File: src/rtl/multicycle_ctrl_pkg.sv
// multicycle_ctrl_pkg: opcodes, state encoding and datapath select encodings shared with the datapath
package multicycle_ctrl_pkg;
  localparam logic [5:0] OPC_RTYPE = 6'h00;
  localparam logic [5:0] OPC_J = 6'h02;
  localparam logic [5:0] OPC_JAL = 6'h03;
  localparam logic [5:0] OPC_BEQ = 6'h04;
  localparam logic [5:0] OPC_ADDI = 6'h08;
  localparam logic [5:0] OPC_SLTI = 6'h0A;
  localparam logic [5:0] OPC_ANDI = 6'h0C;
  localparam logic [5:0] OPC_ORI = 6'h0D;
  localparam logic [5:0] OPC_XORI = 6'h0E;
  localparam logic [5:0] OPC_ERET_DEF = 6'h10;
  localparam logic [5:0] OPC_LW = 6'h23;
  localparam logic [5:0] OPC_SW = 6'h2B;
  localparam logic [3:0] FETCH = 4'd0;
  localparam logic [3:0] DECODE = 4'd1;
  localparam logic [3:0] R_EXEC = 4'd2;
  localparam logic [3:0] R_WB = 4'd3;
  localparam logic [3:0] I_EXEC = 4'd4;
  localparam logic [3:0] I_WB = 4'd5;
  localparam logic [3:0] MEM_ADDR = 4'd6;
  localparam logic [3:0] MEM_RD = 4'd7;
  localparam logic [3:0] MEM_WB = 4'd8;
  localparam logic [3:0] MEM_WR = 4'd9;
  localparam logic [3:0] BRANCH = 4'd10;
  localparam logic [3:0] JUMP = 4'd11;
  localparam logic [3:0] JAL = 4'd12;
  localparam logic [3:0] ERET = 4'd13;
  localparam logic [3:0] ILLEGAL = 4'd14;
  localparam logic [3:0] INT = 4'd15;
  localparam logic [1:0] ALU_ADD = 2'd0;
  localparam logic [1:0] ALU_SUB = 2'd1;
  localparam logic [1:0] ALU_FUNCT = 2'd2;
  localparam logic [1:0] SRCB_B = 2'd0;
  localparam logic [1:0] SRCB_4 = 2'd1;
  localparam logic [1:0] SRCB_IMM = 2'd2;
  localparam logic [1:0] SRCB_IMM_SH = 2'd3;
  localparam logic [1:0] DST_RT = 2'd0;
  localparam logic [1:0] DST_RD = 2'd1;
  localparam logic [1:0] DST_R31 = 2'd2;
  localparam logic [1:0] WD_ALUOUT = 2'd0;
  localparam logic [1:0] WD_MDR = 2'd1;
  localparam logic [1:0] WD_PC = 2'd2;
  localparam logic [2:0] PCS_ALU = 3'd0;
  localparam logic [2:0] PCS_ALUOUT = 3'd1;
  localparam logic [2:0] PCS_JUMP = 3'd2;
  localparam logic [2:0] PCS_VECTOR = 3'd3;
  localparam logic [2:0] PCS_SAVED = 3'd4;
  typedef struct packed {
    logic mem_read, mem_write, i_or_d, reg_write, ir_write, pc_write, pc_write_cond;
    logic alu_src_a, imm_com, int_save_pc, int_ack;
    logic [1:0] alu_op, alu_src_b, wreg_dst, wreg_data_sel;
    logic [2:0] pc_source;
  } ctrl_t;
  function automatic logic [3:0] decode_op(input logic [5:0] op, input logic [5:0] eret_op,
                                           input logic in_isr);
    if (op == eret_op) return in_isr ? ERET : ILLEGAL;
    case (op)
      OPC_RTYPE: return R_EXEC;
      OPC_LW, OPC_SW: return MEM_ADDR;
      OPC_BEQ: return BRANCH;
      OPC_J: return JUMP;
      OPC_JAL: return JAL;
      OPC_ADDI, OPC_SLTI, OPC_ANDI, OPC_ORI, OPC_XORI: return I_EXEC;
      default: return ILLEGAL;
    endcase
  endfunction
endpackage

File: src/rtl/multicycle_ctrl_if.sv
// multicycle_ctrl_if: control bundle between the FSM (master) and the multicycle datapath (slave)
interface multicycle_ctrl_if;
  logic [5:0] opcode;
  logic zero, int_req;
  logic [1:0] alu_op, alu_src_b, wreg_dst, wreg_data_sel;
  logic mem_read, mem_write, i_or_d, reg_write, ir_write, pc_write, pc_write_cond, alu_src_a, imm_com;
  logic int_save_pc, int_ack, in_isr;
  logic [2:0] pc_source;
  modport master (
    input opcode, zero, int_req,
    output alu_op, alu_src_b, wreg_dst, wreg_data_sel, mem_read, mem_write, i_or_d, reg_write,
      ir_write, pc_write, pc_write_cond, alu_src_a, imm_com, int_save_pc, pc_source, int_ack, in_isr
  );
  modport slave (
    output opcode, zero, int_req,
    input alu_op, alu_src_b, wreg_dst, wreg_data_sel, mem_read, mem_write, i_or_d, reg_write,
      ir_write, pc_write, pc_write_cond, alu_src_a, imm_com, int_save_pc, pc_source, int_ack, in_isr
  );
endinterface

File: src/rtl/multicycle_ctrl_irq_sync.sv
// irq_sync: STAGES-deep synchroniser for the asynchronous interrupt request
module irq_sync #(
  parameter int STAGES = 2
) (
  input  logic clk,
  input  logic rst,
  input  logic d_i,
  output logic q_o
);
  logic [STAGES-1:0] sync_q;
  always_ff @(posedge clk) sync_q <= rst ? '0 : {sync_q[STAGES-2:0], d_i};
  assign q_o = sync_q[STAGES-1];
endmodule

File: src/rtl/multicycle_ctrl.sv
// multicycle_ctrl: Moore control FSM for the multicycle MIPS datapath with interrupt entry/ERET.
// CTRL_ILLEGAL_TRAP_EN: illegal opcodes trap like an interrupt instead of acting as a NOP.
module multicycle_ctrl
  import multicycle_ctrl_pkg::*;
#(
  parameter int IRQ_SYNC_STAGES = 2,
  parameter logic [5:0] OPC_ERET = OPC_ERET_DEF
) (
  input logic clk,
  input logic rst,
  multicycle_ctrl_if.master bus
);
  logic [3:0] state_q, state_d;
  logic in_isr_q, in_isr_d, irq_s;
  ctrl_t c, o;
  irq_sync #(.STAGES(IRQ_SYNC_STAGES)) u_sync (.clk(clk), .rst(rst), .d_i(bus.int_req), .q_o(irq_s));
  always_comb begin
    state_d = FETCH;
    in_isr_d = in_isr_q;
    case (state_q)
      FETCH: state_d = DECODE;
      DECODE: state_d = decode_op(bus.opcode, OPC_ERET, in_isr_q);
      R_EXEC: state_d = R_WB;
      I_EXEC: state_d = I_WB;
      MEM_ADDR: state_d = (bus.opcode == OPC_LW) ? MEM_RD : MEM_WR;
      MEM_RD: state_d = MEM_WB;
      INT: in_isr_d = 1'b1;
`ifdef CTRL_ILLEGAL_TRAP_EN
      ILLEGAL: in_isr_d = 1'b1;
`endif
      // in_isr is cleared on this same edge, so a pending request may re-enter immediately
      ERET: begin
        in_isr_d = 1'b0;
        state_d = irq_s ? INT : FETCH;
      end
      default: state_d = (irq_s && !in_isr_q) ? INT : FETCH;
    endcase
  end
  always_comb begin
    c = '0;
    case (state_q)
      FETCH: begin
        c.mem_read = 1'b1;
        c.ir_write = 1'b1;
        c.pc_write = 1'b1;
        c.alu_src_b = SRCB_4;
        c.alu_op = ALU_ADD;
      end
      DECODE: c.alu_src_b = SRCB_IMM_SH;
      R_EXEC: begin
        c.alu_src_a = 1'b1;
        c.alu_op = ALU_FUNCT;
      end
      R_WB: begin
        c.reg_write = 1'b1;
        c.wreg_dst = DST_RD;
      end
      I_EXEC: begin
        c.alu_src_a = 1'b1;
        c.alu_src_b = SRCB_IMM;
        c.alu_op = ALU_FUNCT;
        c.imm_com = 1'b1;
      end
      I_WB: begin
        c.reg_write = 1'b1;
        c.imm_com = 1'b1;
      end
      MEM_ADDR: begin
        c.alu_src_a = 1'b1;
        c.alu_src_b = SRCB_IMM;
      end
      MEM_RD: begin
        c.mem_read = 1'b1;
        c.i_or_d = 1'b1;
      end
      MEM_WB: begin
        c.reg_write = 1'b1;
        c.wreg_data_sel = WD_MDR;
      end
      MEM_WR: begin
        c.mem_write = 1'b1;
        c.i_or_d = 1'b1;
      end
      BRANCH: begin
        c.alu_src_a = 1'b1;
        c.alu_op = ALU_SUB;
        c.pc_write_cond = 1'b1;
        c.pc_source = PCS_ALUOUT;
      end
      JUMP: begin
        c.pc_write = 1'b1;
        c.pc_source = PCS_JUMP;
      end
      JAL: begin
        c.pc_write = 1'b1;
        c.pc_source = PCS_JUMP;
        c.reg_write = 1'b1;
        c.wreg_dst = DST_R31;
        c.wreg_data_sel = WD_PC;
      end
      ERET: begin
        c.pc_write = 1'b1;
        c.pc_source = PCS_SAVED;
      end
`ifdef CTRL_ILLEGAL_TRAP_EN
      INT, ILLEGAL: begin
`else
      INT: begin
`endif
        c.int_save_pc = 1'b1;
        c.pc_write = 1'b1;
        c.pc_source = PCS_VECTOR;
        c.int_ack = 1'b1;
      end
      default: c = '0;
    endcase
  end
  always_ff @(posedge clk) begin
    state_q <= rst ? FETCH : state_d;
    in_isr_q <= rst ? 1'b0 : in_isr_d;
  end
  // a write already decoded must not reach the datapath while reset is held
  assign o = rst ? '0 : c;
  assign bus.mem_read = o.mem_read;
  assign bus.mem_write = o.mem_write;
  assign bus.i_or_d = o.i_or_d;
  assign bus.reg_write = o.reg_write;
  assign bus.ir_write = o.ir_write;
  assign bus.pc_write = o.pc_write;
  assign bus.pc_write_cond = o.pc_write_cond;
  assign bus.alu_src_a = o.alu_src_a;
  assign bus.imm_com = o.imm_com;
  assign bus.int_save_pc = o.int_save_pc;
  assign bus.int_ack = o.int_ack;
  assign bus.alu_op = o.alu_op;
  assign bus.alu_src_b = o.alu_src_b;
  assign bus.wreg_dst = o.wreg_dst;
  assign bus.wreg_data_sel = o.wreg_data_sel;
  assign bus.pc_source = o.pc_source;
  assign bus.in_isr = in_isr_q;
endmodule

File: src/flat_wrapper.sv
// flat-port wrapper written by rule: the top's interface ports become plain ports
module multicycle_ctrl_flat import multicycle_ctrl_pkg::*;
#(
  parameter int IRQ_SYNC_STAGES = 2,
  parameter logic [5:0] OPC_ERET = OPC_ERET_DEF
)
  (clk, rst, bus_opcode, bus_zero, bus_int_req, bus_alu_op, bus_alu_src_b, bus_wreg_dst, bus_wreg_data_sel, bus_mem_read, bus_mem_write, bus_i_or_d, bus_reg_write, bus_ir_write, bus_pc_write, bus_pc_write_cond, bus_alu_src_a, bus_imm_com, bus_int_save_pc, bus_pc_source, bus_int_ack, bus_in_isr);
  multicycle_ctrl_if bus_i ();
  input logic clk;
  input logic rst;
  input wire logic [$bits(bus_i.opcode)-1:0] bus_opcode;
  input wire logic [$bits(bus_i.zero)-1:0] bus_zero;
  input wire logic [$bits(bus_i.int_req)-1:0] bus_int_req;
  output wire logic [$bits(bus_i.alu_op)-1:0] bus_alu_op;
  output wire logic [$bits(bus_i.alu_src_b)-1:0] bus_alu_src_b;
  output wire logic [$bits(bus_i.wreg_dst)-1:0] bus_wreg_dst;
  output wire logic [$bits(bus_i.wreg_data_sel)-1:0] bus_wreg_data_sel;
  output wire logic [$bits(bus_i.mem_read)-1:0] bus_mem_read;
  output wire logic [$bits(bus_i.mem_write)-1:0] bus_mem_write;
  output wire logic [$bits(bus_i.i_or_d)-1:0] bus_i_or_d;
  output wire logic [$bits(bus_i.reg_write)-1:0] bus_reg_write;
  output wire logic [$bits(bus_i.ir_write)-1:0] bus_ir_write;
  output wire logic [$bits(bus_i.pc_write)-1:0] bus_pc_write;
  output wire logic [$bits(bus_i.pc_write_cond)-1:0] bus_pc_write_cond;
  output wire logic [$bits(bus_i.alu_src_a)-1:0] bus_alu_src_a;
  output wire logic [$bits(bus_i.imm_com)-1:0] bus_imm_com;
  output wire logic [$bits(bus_i.int_save_pc)-1:0] bus_int_save_pc;
  output wire logic [$bits(bus_i.pc_source)-1:0] bus_pc_source;
  output wire logic [$bits(bus_i.int_ack)-1:0] bus_int_ack;
  output wire logic [$bits(bus_i.in_isr)-1:0] bus_in_isr;
  assign bus_i.opcode = bus_opcode;
  assign bus_i.zero = bus_zero;
  assign bus_i.int_req = bus_int_req;
  assign bus_alu_op = bus_i.alu_op;
  assign bus_alu_src_b = bus_i.alu_src_b;
  assign bus_wreg_dst = bus_i.wreg_dst;
  assign bus_wreg_data_sel = bus_i.wreg_data_sel;
  assign bus_mem_read = bus_i.mem_read;
  assign bus_mem_write = bus_i.mem_write;
  assign bus_i_or_d = bus_i.i_or_d;
  assign bus_reg_write = bus_i.reg_write;
  assign bus_ir_write = bus_i.ir_write;
  assign bus_pc_write = bus_i.pc_write;
  assign bus_pc_write_cond = bus_i.pc_write_cond;
  assign bus_alu_src_a = bus_i.alu_src_a;
  assign bus_imm_com = bus_i.imm_com;
  assign bus_int_save_pc = bus_i.int_save_pc;
  assign bus_pc_source = bus_i.pc_source;
  assign bus_int_ack = bus_i.int_ack;
  assign bus_in_isr = bus_i.in_isr;
  multicycle_ctrl #(.IRQ_SYNC_STAGES(IRQ_SYNC_STAGES), .OPC_ERET(OPC_ERET)) u_core (.clk(clk), .rst(rst), .bus(bus_i));
endmodule
File: config.mk
export PLATFORM = sky130hd
export DESIGN_NAME = multicycle_ctrl_flat
export DESIGN_NICKNAME = d
export VERILOG_FILES = /design/src/rtl/multicycle_ctrl_pkg.sv /design/src/rtl/multicycle_ctrl_if.sv /design/src/rtl/multicycle_ctrl_irq_sync.sv /design/src/rtl/multicycle_ctrl.sv /design/src/flat_wrapper.sv
export SDC_FILE = /design/constraint.sdc
export NUM_CORES = 1
export LEC_CHECK = 0
export BUFFER_PORTS_ARGS = -buffer_cell sky130_fd_sc_hd__buf_4
export CORE_MARGIN = 5
export CORE_UTILIZATION = 32
export CTS_CLUSTER_SIZE = 30
export DETAILED_ROUTE_END_ITERATION = 10
export GPL_TIMING_DRIVEN = 0
export HOLD_SLACK_MARGIN = 0.02
export PLACE_DENSITY = 0.61
export RECOVER_POWER = 100
export SLEW_MARGIN = 20
export SYNTH_ARGS = -nofsm -noshare
export SYNTH_HDL_FRONTEND = slang
export SYNTH_SLANG_ARGS = --single-unit
File: constraint.sdc
create_clock -name clk -period 2.8 [get_ports clk]
set_input_delay 0.14 -clock clk [delete_from_list [all_inputs] [get_ports clk]]
set_output_delay 0.14 -clock clk [all_outputs]
set_load 0.02 [all_outputs]
==> impl_metrics.json <==
{
  "run_status": "complete, no violations",
  "routedWlPerCell_um": 13.0,
  "share_comb_of_total_power_pct": 57.6,
  "syn_to_final_growth_pct": 29.8,
  "design_area_um2": 943,
  "via_per_inst": 5.20,
  "die-area_um2": 3320,
  "worstHoldPathType": "primary input to flip-flop",
  "hpwl_um": 1680,
  "finalClockSkew_ns": 0.00859,
  "p_int_w": 0.000271,
  "clkTransAtPathRegs_ns": 0.06,
  "clock.fmax_mhz": 464,
  "grt_max_degree": 11,
  "netSwitchingFraction_pct": 45.4,
  "h-tree-depth": 1,
  "fp-row-count": 17,
  "synth_warnings": 0,
  "post-cts-setup-buffers": 0,
  "cp_max_fo": 10,
  "synth_cells": 108,
  "synthArstFlopShare_pct": 0,
  "port_buffers": 31,
  "grtUsageTotal_pct": 13.4,
  "ys_top_cells_by_area": "dfxtp_1, nor2_1, nand2b_1, a21oi_1, buf_2",
  "core_um2": 2190,
  "yosysMostFrequentCell": "nor2_1",
  "syn_avg_cell_area_um2": 6.73,
  "setup_viol": 0,
  "rrSetupSlack_ns": 1.15,
  "ys_types": 37,
  "ctsResizeCount": 0,
  "clockRootBuffer": "clkbuf_4",
  "syn_nets": 118,
  "totalPowerFinal_w": 0.000495,
  "criticalPathCategory": "flip-flop to primary output",
  "final.fill_count": 260,
  "num_vias": 889,
  "detail-route-antenna-nets": 0,
  "place.gp.congestion": 0.825,
  "multi_input_area_um2": 513,
  "grt_overflow": 0,
  "min_period_ns": 2.16,
  "critPathLaunchType": "flip-flop",
  "timing.final.crit_share_pct": 77.0,
  "netlist.area_leader.share_pct": 19.3,
  "placed_area_um2": 995,
  "worst_pin_slew_ns": 0.468,
  "numClockSinks": 7,
  "regArea_um2": 140,
  "power_switching_w": 0.000225,
  "layout.nets": 154,
  "ir_drop_mv": 0.423,
  "p_seq_share_pct": 23.7,
  "grt_pass1_wl_um": 3560,
  "finalHoldViolCount": 0,
  "synth_commonest_cells": "nor2_1, a21oi_1, dfxtp_1",
  "finalMaxSlewViolations": 0,
  "end_kind": "primary output",
  "initial_utilization_pct": 33.2,
  "cts_tree": "built",
  "clkPwrFrac_pct": 18.7,
  "drt-total-wl_um": 2220,
  "cellPowerDensity_nw_per_um2": 525,
  "synth_top_flop_cell": "dfxtp_1",
  "synth-edff-count": 0,
  "ys_ff_latch": 7,
  "synth_top_area_cell": "dfxtp_1",
  "p_leak_nw": 0.369,
  "drive_gt1_share_pct": 15.4,
  "slowest_delay_ns": 0.39,
  "netlist_area_um2": 727,
  "crit_top_cell": "clkbuf_1",
  "fin_tns_setup_ns": 0,
  "critPathArrivalTime_ns": 2.02,
  "seq_area_frac_synth_pct": 19.3,
  "cts_buffers": 3,
  "holdWs_ns": 0.0940,
  "die_w_um": 57.7,
  "n_antenna_cell": 0,
  "drv_cap": 0,
  "cp_cell_sequence": "clkbuf_1, clkbuf_1, and3b_1, nor2_1, nor3b_1, clkbuf_1",
  "drt-initial-drc-count": 13,
  "crit_slowest_cell": "clkbuf_1",
  "first_pass_iters": 4,
  "clockBufferDepth": 2,
  "die_y_um": 57.7,
  "drc_errors": 0,
  "rsz0062_at_grt": "no",
  "grt_pass1_vias": 789,
  "ios": 33,
  "maxSlewHeadroom_pct": 68.8,
  "ctsHoldBuffers": 0,
  "cp.required_ns": 2.66,
  "clock_latency_ns": 0.26,
  "grt_antenna_before_repair": 0
}
cell families (layout without fill, tap and decap cells):
group	Yosys count	in the layout	synth area share (%)
and+or+nand+nor	60	60	43.9
AOI/OAI and AO/OA	25	25	23.1
buffers and inverters	13	48	9.81
DFF	7	7	19.3
muxes	2	2	2.75
xor gates and xnor gates	1	1	1.21
sequential cells by signal (all words and copies together) (netlist names):
register	count
u_core.state_q	4
u_core.u_sync.sync_q	2
u_core.bus.in_isr	1
path summary, 6_finish.rpt:
check	to	from	cells past startpoint
max	bus_i_or_d	u_core.state_q[2]	6
min	u_core.u_sync.sync_q[0]	bus_int_req	2
max reg2reg	u_core.state_q[2]	u_core.state_q[2]	5
min reg2reg	u_core.u_sync.sync_q[1]	u_core.u_sync.sync_q[0]	1
critical path, delay by kind of cell (launching register included):
kind | cells | cell delay [ns]
DFF | 1 | 0.30
buffers and inverters | 3 | 0.96
and+or+nand+nor | 3 | 0.52
through the flow:
step           cells  setup WS, ns  util [%]
2_1_floorplan    108         0.929         -
3_3_place_gp     167          1.22      45.4
3_5_place_dp     167          1.22      45.4
4_1_cts          171         0.932      46.6
5_1_grt          171         0.399      43.1
6_report         171         0.644      43.1
power by group through the flow:
| stage | clock [W] | combinational (W) | sequential [W] |
|---|---|---|---|
| 6_report | 0.0000926 | 0.000286 | 0.000117 |
| 5_1_grt | 0.000109 | 0.000311 | 0.000119 |
| 4_1_cts | 0.0000960 | 0.000314 | 0.000117 |
| 3_5_place_dp | 0 | 0.000313 | 0.000119 |
| 3_3_place_gp | 0 | 0.000312 | 0.000119 |
| 2_1_floorplan | 0 | 0.000218 | 0.000118 |
final cells by class:
class | count | share of cell area (%)
Multi-Input combinational cell | 88 | 54.4
Timing Repair Buffer | 31 | 17.1
Sequential cell | 7 | 14.9
Buffer | 12 | 6.76
Tap cell | 28 | 3.71
Clock buffer | 4 | 2.79
Inverter | 1 | 0.398
layer usage:
| layer | global-route usage, % | routed length [um] | part of all wire [%] | vias to the layer above |
|---|---|---|---|---|
| li1 | - | - | - | 453 |
| met3 | 4.68 | 226 | 10 | 4 |
| met2 | 19.7 | 967 | 44 | 38 |
| met4 | 5.63 | 30 | 1.4 | 0 |
| met1 | 17.7 | 990 | 45 | 394 |
| met5 | 0 | 0 | 0 | - |
cell usage in the layout (no fill, tap or decap), types with 3 or more instances in the layout:
cell type / count
clkbuf_1: 26
nor2_1: 18
buf_4: 14
a21oi_1: 7
dfxtp_1: 7
nand2b_1: 6
nand2_1: 6
nor3_1: 5
nor4_1: 4
a31oi_1: 4
nor2b_1: 4
buf_2: 3
or2_0: 3
o21a_1: 3
nand3_1: 3
clkbuf_4: 3
No activity file was read; power rests on OpenSTA's default activity.
